==> config.mk <==
export PLATFORM = sky130hd
export DESIGN_NAME = video_compositor_n
export DESIGN_NICKNAME = d
export VERILOG_FILES = /design/src/rtl/video_compositor_n.sv
export SDC_FILE = /design/constraint.sdc
export NUM_CORES = 1
export LEC_CHECK = 0
export ABC_CLOCK_PERIOD_IN_PS = 5100
export CAP_MARGIN = 20
export CELL_PAD_IN_SITES_DETAIL_PLACEMENT = 1
export CELL_PAD_IN_SITES_GLOBAL_PLACEMENT = 1
export CORE_MARGIN = 2
export CORE_UTILIZATION = 35
export DETAILED_ROUTE_END_ITERATION = 8
export PLACE_DENSITY = 0.9
export RECOVER_POWER = 25
export SKIP_CTS_REPAIR_TIMING = 1
export SLEW_MARGIN = 20
export SYNTH_ARGS = -nofsm -noshare
export SYNTH_HDL_FRONTEND = slang
export SYNTH_SLANG_ARGS = --single-unit
==> constraint.sdc <==
create_clock -name clk_i -period 5.1 [get_ports clk_i]
set_input_delay 1.02 -clock clk_i [delete_from_list [all_inputs] [get_ports clk_i]]
set_output_delay 1.02 -clock clk_i [all_outputs]
set_load 0.05 [all_outputs]
==> src/rtl/video_compositor_n.sv <==
// N-layer line compositor: picks the top visible palette index per pixel
// and resolves it to a colour through a one-word cached VRAM palette.
// Ports: clk_i/rst_i, frame/line/pixel strobes, buff_addr_o column,
// layer_data_i/layer_enable_i, pal_base_i/pal_inval_i, VRAM strobe/ack
// read port, color_data_o/color_valid_o result, sticky underrun_o.
module video_compositor_n #(
  parameter int NUM_LAYERS = 4,
  parameter int COL_W      = 10,
  parameter int PIX_W      = 8,
  parameter int VRAM_AW    = 15,
  parameter int COLOR_W    = 16,
  localparam int PB_W      = VRAM_AW - (PIX_W - 1)
) (
  input  logic                        clk_i,
  input  logic                        rst_i,
  input  logic                        next_frame_i,
  input  logic                        next_line_i,
  input  logic                        next_pixel_i,
  output logic [COL_W-1:0]            buff_addr_o,
  input  logic [NUM_LAYERS*PIX_W-1:0] layer_data_i,
  input  logic [NUM_LAYERS-1:0]       layer_enable_i,
  input  logic [PB_W-1:0]             pal_base_i,
  input  logic                        pal_inval_i,
  output logic [VRAM_AW-1:0]          vram_addr_o,
  output logic                        vram_strobe_o,
  input  logic                        vram_ack_i,
  input  logic [2*COLOR_W-1:0]        vram_data_i,
  output logic [COLOR_W-1:0]          color_data_o,
  output logic                        color_valid_o,
  output logic                        underrun_o
);

  typedef enum logic {IDLE, FETCH} state_t;

  state_t               state_q, state_d;
  logic [COL_W-1:0]     col_q, col_d;
  logic                 strobe_q, strobe_d;
  logic [VRAM_AW-1:0]   addr_q, addr_d;
  logic                 hi_q, hi_d;
  logic [COLOR_W-1:0]   color_q, color_d;
  logic                 valid_q, valid_d;
  logic                 underrun_q, underrun_d;
  logic                 cvld_q, cvld_d;
  logic [VRAM_AW-1:0]   tag_q, tag_d;
  logic [2*COLOR_W-1:0] cdata_q, cdata_d;

  logic [PIX_W-1:0]     sel_idx;
  logic [VRAM_AW-1:0]   w_addr;
  logic                 hit;

  // Ascending scan: a later (higher) visible layer overrides lower ones.
  always_comb begin
    sel_idx = '0;
    for (int k = 0; k < NUM_LAYERS; k++) begin
      if (layer_enable_i[k] &&
          layer_data_i[k*PIX_W +: PIX_W] != '0)
        sel_idx = layer_data_i[k*PIX_W +: PIX_W];
    end
  end

  assign w_addr = {pal_base_i, sel_idx[PIX_W-1:1]};
  assign hit    = cvld_q && (tag_q == w_addr);

  always_comb begin
    state_d    = state_q;
    col_d      = col_q;
    strobe_d   = strobe_q;
    addr_d     = addr_q;
    hi_d       = hi_q;
    color_d    = color_q;
    valid_d    = 1'b0;
    underrun_d = underrun_q;
    cvld_d     = cvld_q;
    tag_d      = tag_q;
    cdata_d    = cdata_q;
    if (next_frame_i || next_line_i) begin
      // Abandons any fetch; a late ack lands in IDLE and is ignored.
      state_d  = IDLE;
      col_d    = '0;
      strobe_d = 1'b0;
      if (next_frame_i) begin
        cvld_d     = 1'b0;
        underrun_d = 1'b0;
      end
    end else begin
      unique case (state_q)
        IDLE: begin
          if (next_pixel_i) begin
            if (hit) begin
              color_d = sel_idx[0] ? cdata_q[2*COLOR_W-1:COLOR_W]
                                   : cdata_q[COLOR_W-1:0];
              valid_d = 1'b1;
              col_d   = col_q + COL_W'(1);
            end else begin
              addr_d   = w_addr;
              hi_d     = sel_idx[0];
              strobe_d = 1'b1;
              state_d  = FETCH;
            end
          end
        end
        FETCH: begin
          if (next_pixel_i)
            underrun_d = 1'b1;
          if (vram_ack_i) begin
            strobe_d = 1'b0;
            tag_d    = addr_q;
            cdata_d  = vram_data_i;
            cvld_d   = 1'b1;
            color_d  = hi_q ? vram_data_i[2*COLOR_W-1:COLOR_W]
                            : vram_data_i[COLOR_W-1:0];
            valid_d  = 1'b1;
            col_d    = col_q + COL_W'(1);
            state_d  = IDLE;
          end
        end
        default: state_d = IDLE;
      endcase
    end
    // Applied last so it beats a same-cycle cache fill.
    if (pal_inval_i)
      cvld_d = 1'b0;
  end

  always_ff @(posedge clk_i) begin
    if (rst_i) begin
      state_q    <= IDLE;
      col_q      <= '0;
      strobe_q   <= 1'b0;
      addr_q     <= '0;
      hi_q       <= 1'b0;
      color_q    <= '0;
      valid_q    <= 1'b0;
      underrun_q <= 1'b0;
      cvld_q     <= 1'b0;
      tag_q      <= '0;
      cdata_q    <= '0;
    end else begin
      state_q    <= state_d;
      col_q      <= col_d;
      strobe_q   <= strobe_d;
      addr_q     <= addr_d;
      hi_q       <= hi_d;
      color_q    <= color_d;
      valid_q    <= valid_d;
      underrun_q <= underrun_d;
      cvld_q     <= cvld_d;
      tag_q      <= tag_d;
      cdata_q    <= cdata_d;
    end
  end

  assign buff_addr_o   = col_q;
  assign vram_addr_o   = addr_q;
  assign vram_strobe_o = strobe_q;
  assign color_data_o  = color_q;
  assign color_valid_o = valid_q;
  assign underrun_o    = underrun_q;

endmodule

==> results_dict.tcl <==
set metrics [dict create \
    report.final.slew_viol_count 0 \
    count_of_final_hold_check_violations 0 \
    grt_overflow_total 0 \
    critPathLaunchType "input port" \
    final_min_period_over_clock_period_pct 92.4 \
    die_w_um 118 \
    drtAntennaViolNets 0 \
    synth_nets 639 \
    syn-instance-count 555 \
    cp.required_ns 5.38 \
    fmax_mhz 212 \
    cellLeakagePower_uw 0.00224 \
    ioPinCount 127 \
    hold_path.startpoint "cdata_q[25]" \
    synthToLayoutAreaGrowth_pct 38.6 \
    cts_tree "done" \
    wl_per_cell_um 17.7 \
    mappedNetlistArea_sq_mm 0.00454 \
    fin_crit_ns 4.71 \
    std_cell_rows 41 \
    clockBufferDepth 2 \
    drt_pass1_iterations 4 \
    max-slew-margin-rel_pct 25.1 \
    clk_transition_reported_paths_ns 0.07 \
    drive_above_1_share_pct 5.30 \
    die-area_sq_mm 0.0139 \
    buffers_added_on_ports 126 \
    finish.net_count 741 \
    finClkSkew_ns 0.00551 \
    clock_sink_count 94 \
    regToRegStartpoint "tag_q[11]" \
    layout.cells.most_common "nand2_1" \
    cts_root_buffer "clkbuf_16" \
    setup.worst_path.class "input port to flop" \
    wire_length_of_the_first_global_routing_pass_um 24100 \
    vias_in_the_first_global_route 4759 \
    yosys_warnings 0 \
    ys_dominant_reg_cell "dfxtp_1" \
    setup_repair_after_global_routing_missed_its_margin "false" \
    worst_pin_slew_ns 1.12 \
    max-vdd-ir-drop_uv 129 \
    power.density_mw_per_mm2 271 \
    crit_arrival_ns 4.99 \
    final_cell_count_no_fill 833 \
    critical_path.max_fanout 32 \
    synth_area_per_inst_sq_um 8.19 \
    detail_route.vias_per_cell 5.45 \
    worst_setup_path_startpoint "layer_data_i[20]" \
    status "finished clean" \
    antenna_found_initial 0 \
    post-place-cells 817 \
    count_of_unique_library_cells_instantiated_by_yosys 45 \
    core_region_area_sq_mm 0.0127 \
    critPathCaptureType "flop" \
    synth_enable_flop_cells 0 \
    grt.total_usage_pct 21.1 \
    grt_start_max_net_pins 68 \
    totalWireLength_um 14800 \
    remaining_drc_errors 0 \
    ys_seq_area_share_pct 41.4 \
    clock_tree.htree_level_count 3 \
    final_gp_congestion 0.845 \
    initial_util_pct 35.9 \
    clock_network_latency_to_the_later_pin_of_the_worst_skew_pair_ns 0.33 \
    timing.setup.tns_ns 0 \
    synth-seq-cells 94 \
    min_path_type "flop to flop" \
    vias 4539 \
    dieHeight_um 118 \
    most-common-layout-cells "111 x nand2_1, 94 x dfxtp_1, 91 x clkdlybuf4s50_1, 63 x a21oi_1, 36 x o21a_1" \
    async_flop_share_pct 0 \
    max_cap_check_violation_count 0 \
    place_hpwl_um 10300 \
    antenna_cells 0 \
    numCtsBuffers 9 \
    initialDrtViolationCount 282 \
    fraction_of_the_core_area_covered_by_cells_at_the_end_of_the_flow_pct 49.7 \
    final-setup-viol-count 0 \
]
critical path, stage by stage:
cell and delay [ns]:
clkdlybuf4s50_1 0.44, or4_1 0.55, o21ai_1 0.21, buf_4 0.22, o211ai_1 0.13, a22oi_1 0.39, xor2_1 0.19, nand4_1 0.25
o41a_2 0.64, buf_4 0.27, a2111oi_0 0.46, o21a_1 0.20
state kept, by name (all words and copies together), names as in the netlist:
signal and count:
color_data_o 16, cdata_q 32, state_q 1, vram_addr_o 15
buff_addr_o 10, color_valid_o 1, tag_q 15, underrun_o 1
vram_strobe_o 1, hi_q 1, cvld_q 1
worst paths after layout:
path | cells past startpoint | to | slack, ns
worst max register to register | 9 | color_data_o[5] | 2.05
worst max-delay path | 12 | color_data_o[5] | 0.39
worst min register to register | 2 | cdata_q[25] | 0.45
worst min-delay path | 2 | cdata_q[25] | 0.45
through the flow:
stage	hold WS, ns	worst slack [ns]	total power, uW	instance area [sq um]
floorplan	0.432	1.15	854	4540
global placement	0.438	0.172	963	5930
detailed placement	0.447	0.0865	966	5930
CTS	0.456	0.415	1720	6270
global route	0.477	0.131	1770	6290
finish	0.454	0.387	1710	6290
cell type report:
cell class,count,area [sq um]
clock inverters,6,111
repair buffers,134,1340
flip-flops and latches,94,1880
well taps,172,215
fillers,1495,6380
clock buffers,9,225
inverters,10,37.5
multi-input cells,408,2490
synthesized netlist by cell type (7+ instances only):
| cell | number | area, sq um |
|---|---|---|
| a2111oi_0 | 16 | 140 |
| a211oi_1 | 19 | 143 |
| a21oi_1 | 64 | 320 |
| clkbuf_1 | 34 | 128 |
| dfxtp_1 | 94 | 1880 |
| inv_1 | 10 | 37.5 |
| mux2i_1 | 26 | 260 |
| nand2_1 | 111 | 417 |
| nand3_1 | 10 | 50.1 |
| nor2_1 | 15 | 56.3 |
| nor2b_1 | 18 | 113 |
| nor3_1 | 7 | 35.0 |
| o211ai_1 | 8 | 60.1 |
| o21a_1 | 36 | 270 |
| xor2_1 | 8 | 70.1 |
power breakdown:
part,switching [uW],leakage [uW],internal [uW]
clock,280,0.000161,476
sequential,6.54,0.000758,740
combinational,107,0.00132,94.5
metal layers:
layer | track usage [%] | vias to the layer above | wire length, um
li1 | - | 2196 | -
met1 | 25.9 | 2227 | 6550
met2 | 37.5 | 102 | 7570
met3 | 3.25 | 14 | 468
met4 | 6.78 | 0 | 172
met5 | 0 | - | 0
cells by family after synthesis:
family                     share of synthesized area (%)
AOI/OAI and AO/OA                                   26.9
adders and majority gates                          0.275
xor gates and xnor gates                            2.31
and+or+nand+nor                                     18.9
muxes                                               5.73
DFF                                                 41.4
buffers and inverters                               4.46
Note: power is estimated with default switching activity, not from simulation.
==> RTL change: new RTL, config.mk and constraints unchanged <==
Reset style: asynchronous (`rst_i`), changed in one clocked block.
--- a/src/rtl/video_compositor_n.sv
+++ b/src/rtl/video_compositor_n.sv
@@ -123,5 +123,5 @@
   end
 
-  always_ff @(posedge clk_i) begin
+  always_ff @(posedge clk_i or posedge rst_i) begin
     if (rst_i) begin
       state_q    <= IDLE;
Formal check against the unedited RTL: differs if rst_i is asserted again (counterexample within 4 cycles, from zero or initial values and one cycle with rst_i high); with rst_i held inactive, the same outputs for 4 cycles.
==> RTL change against the original RTL <==
The run now ends with max-capacitance violations, max-slew violations left. First-iteration DRC count shrank 40%. Clock skew up 0.00065 ns. Final area up 7.0%. Synthesized area increased by 9.8%. Routed wire length rose by 2.2%. Setup slack better by 0.49 ns. Synthesized cell count fell by 22%. Sequential cell count unchanged. Critical path type unchanged. Largest cell class unchanged. Highest routed layer unchanged.
Power is not compared: it rests on default switching activity, and its combinational part moved more than twofold at a synthesized area within 25%.
==> RTL change: results (changes against the original RTL) <==
viasPerCell: 5.62  # was 5.45
worstMarginPinSlew_ns: 2.22  # was 1.12 ns
dp_hpwl_um: 10900  # was 10300 um
wire_per_inst_um: 20.5  # was 17.7 um
firstDrtPassIters: 5  # was 4
synth_commonest_cells: "dfrtp_1, mux2_2, mux2i_1, nand2_1, a21oi_1"  # was nand2_1, dfxtp_1, a21oi_1, o21a_1, clkbuf_1
cts_max_path_buffers: 2  # unchanged
syn-num-nets: 516  # was 639
wirelength_um: 15100  # was 14800 um
wl_met2_um: 7870  # was 7570 um
dp_slack_ns: 0.583  # was 0.0865 ns
syn_area_per_cell_um2: 11.6  # was 8.19 um2
async_reset_ff_share_pct: 100  # was 0%
cap_violations: 1  # was 0
h-tree-depth: 3  # unchanged
ys_types: 58  # was 45
dr_wl_met3_um: 748  # was 468 um
antenna_found_initial: 0  # unchanged
slew_violations: 51  # was 0
critPathMaxFanout: 17  # was 32
diodes: 0  # unchanged
grtUsageTotal_pct: 20.3  # was 21.1%
placed_cells: 721  # was 817
drive_gt1_share_pct: 18.0  # was 5.30%
top_register: "cdata_q"  # unchanged
wl_met1_um: 6140  # was 6550 um
nNetsFinal: 636  # was 741
status: "complete, but fails checks"  # was finished clean
synthTopCellsByArea: "dfrtp_1, mux2_2, mux2i_1"  # was dfxtp_1, nand2_1, a21oi_1
fin_worst_skew_ns: 0.00617  # was 0.00551 ns
yosysSeqAreaShare_pct: 47.1  # was 41.4%
placed_area_um2: 6440  # was 5930 um2
ctsRootBufferMaster: "clkbuf_16"  # unchanged
grt_max_degree: 51  # was 68
violations: "max-capacitance violations, max-slew violations"
drt-initial-drc-count: 169  # was 282
place_congestion: 0.911  # was 0.845
grt_pass1_vias: 4572  # was 4759
fill_cells: 1496  # was 1495
grt_pass1_wl_um: 24000  # was 24100 um
==> RTL change: cell types whose count changed in the layout (fill, tap and decap cells not counted), moves of 33 or more <==
| cell | unedited run | this run |
|---|---|---|
| clkdlybuf4s50_1 | 91 | 124 |
| nand2_1 | 111 | 24 |
| dfrtp_1 | 0 | 94 |
| a21oi_1 | 63 | 23 |
| mux2_2 | 0 | 57 |
| dfxtp_1 | 94 | 0 |
==> RTL change: metrics by stage <==
step           hold WS, ns  utilization (%)
3_3_place_gp         0.481             46.4
4_1_cts              0.513             48.5
5_1_grt              0.530             48.5
2_1_floorplan        0.481                -
3_5_place_dp         0.495             46.4
6_report             0.503             48.5
==> RTL change: cells by family after synthesis <==
logic type,count (synthesis),synth area share (%)
buffers and inverters,37,3.18
multiplexers,99,22.4
flip-flops,94,47.1
AND/OR/NAND/NOR,94,10.9
AO/OA/AOI/OAI,99,14.7
XOR/XNOR,8,1.40
adder cells (fa/ha/maj),1,0.251
==> RTL change: final timing paths <==
kind,from,end,slack (ns),cells after the start
min in group asynchronous,rst_i,color_data_o[15],1.73,2
hold reg to reg,underrun_o,underrun_o,0.50,2
setup / recovery,layer_data_i[20],color_data_o[8],0.88,10
hold / removal,underrun_o,underrun_o,0.50,2
setup reg to reg,tag_q[10],color_data_o[8],2.44,9
max in group asynchronous,rst_i,buff_addr_o[0],1.42,3
==> RTL change: power breakdown <==
part / internal [mW] / switching (mW) / total [mW]
clock network: 0.424 / 0.275 / 0.699
registers: 0.882 / 0.113 / 0.994
logic: 0.334 / 0.399 / 0.734
total: 1.64 / 0.787 / 2.43
==> RTL change: layout make-up <==
cell class,instances,area [um2],share of cell area [%]
Sequential cell,94,2350,34.9
Inverter,12,46.3,0.687
Clock inverter,4,73.8,1.10
Clock buffer,10,229,3.40
Timing Repair Buffer,134,1320,19.6
Tap cell,180,225,3.34
Multi-Input combinational cell,301,2490,37.0
==> RTL change: worst max-delay path: stages <==
cell	delay, ns
clkdlybuf4s50_1	0.48
or4_1	0.57
o21ai_1	0.41
o21ai_0	0.18
a22o_1	0.34
a221o_1	0.38
nor4_4	0.39
o21ai_4	0.06
buf_4	0.28
mux2_4	0.33
==> RTL change: layer usage <==
layer / vias to the layer above / track usage (%)
met3: 26 / 2.77
met5: - / 0
li1: 1845 / -
met2: 136 / 35.9
met1: 2124 / 24.7
met4: 0 / 8.45
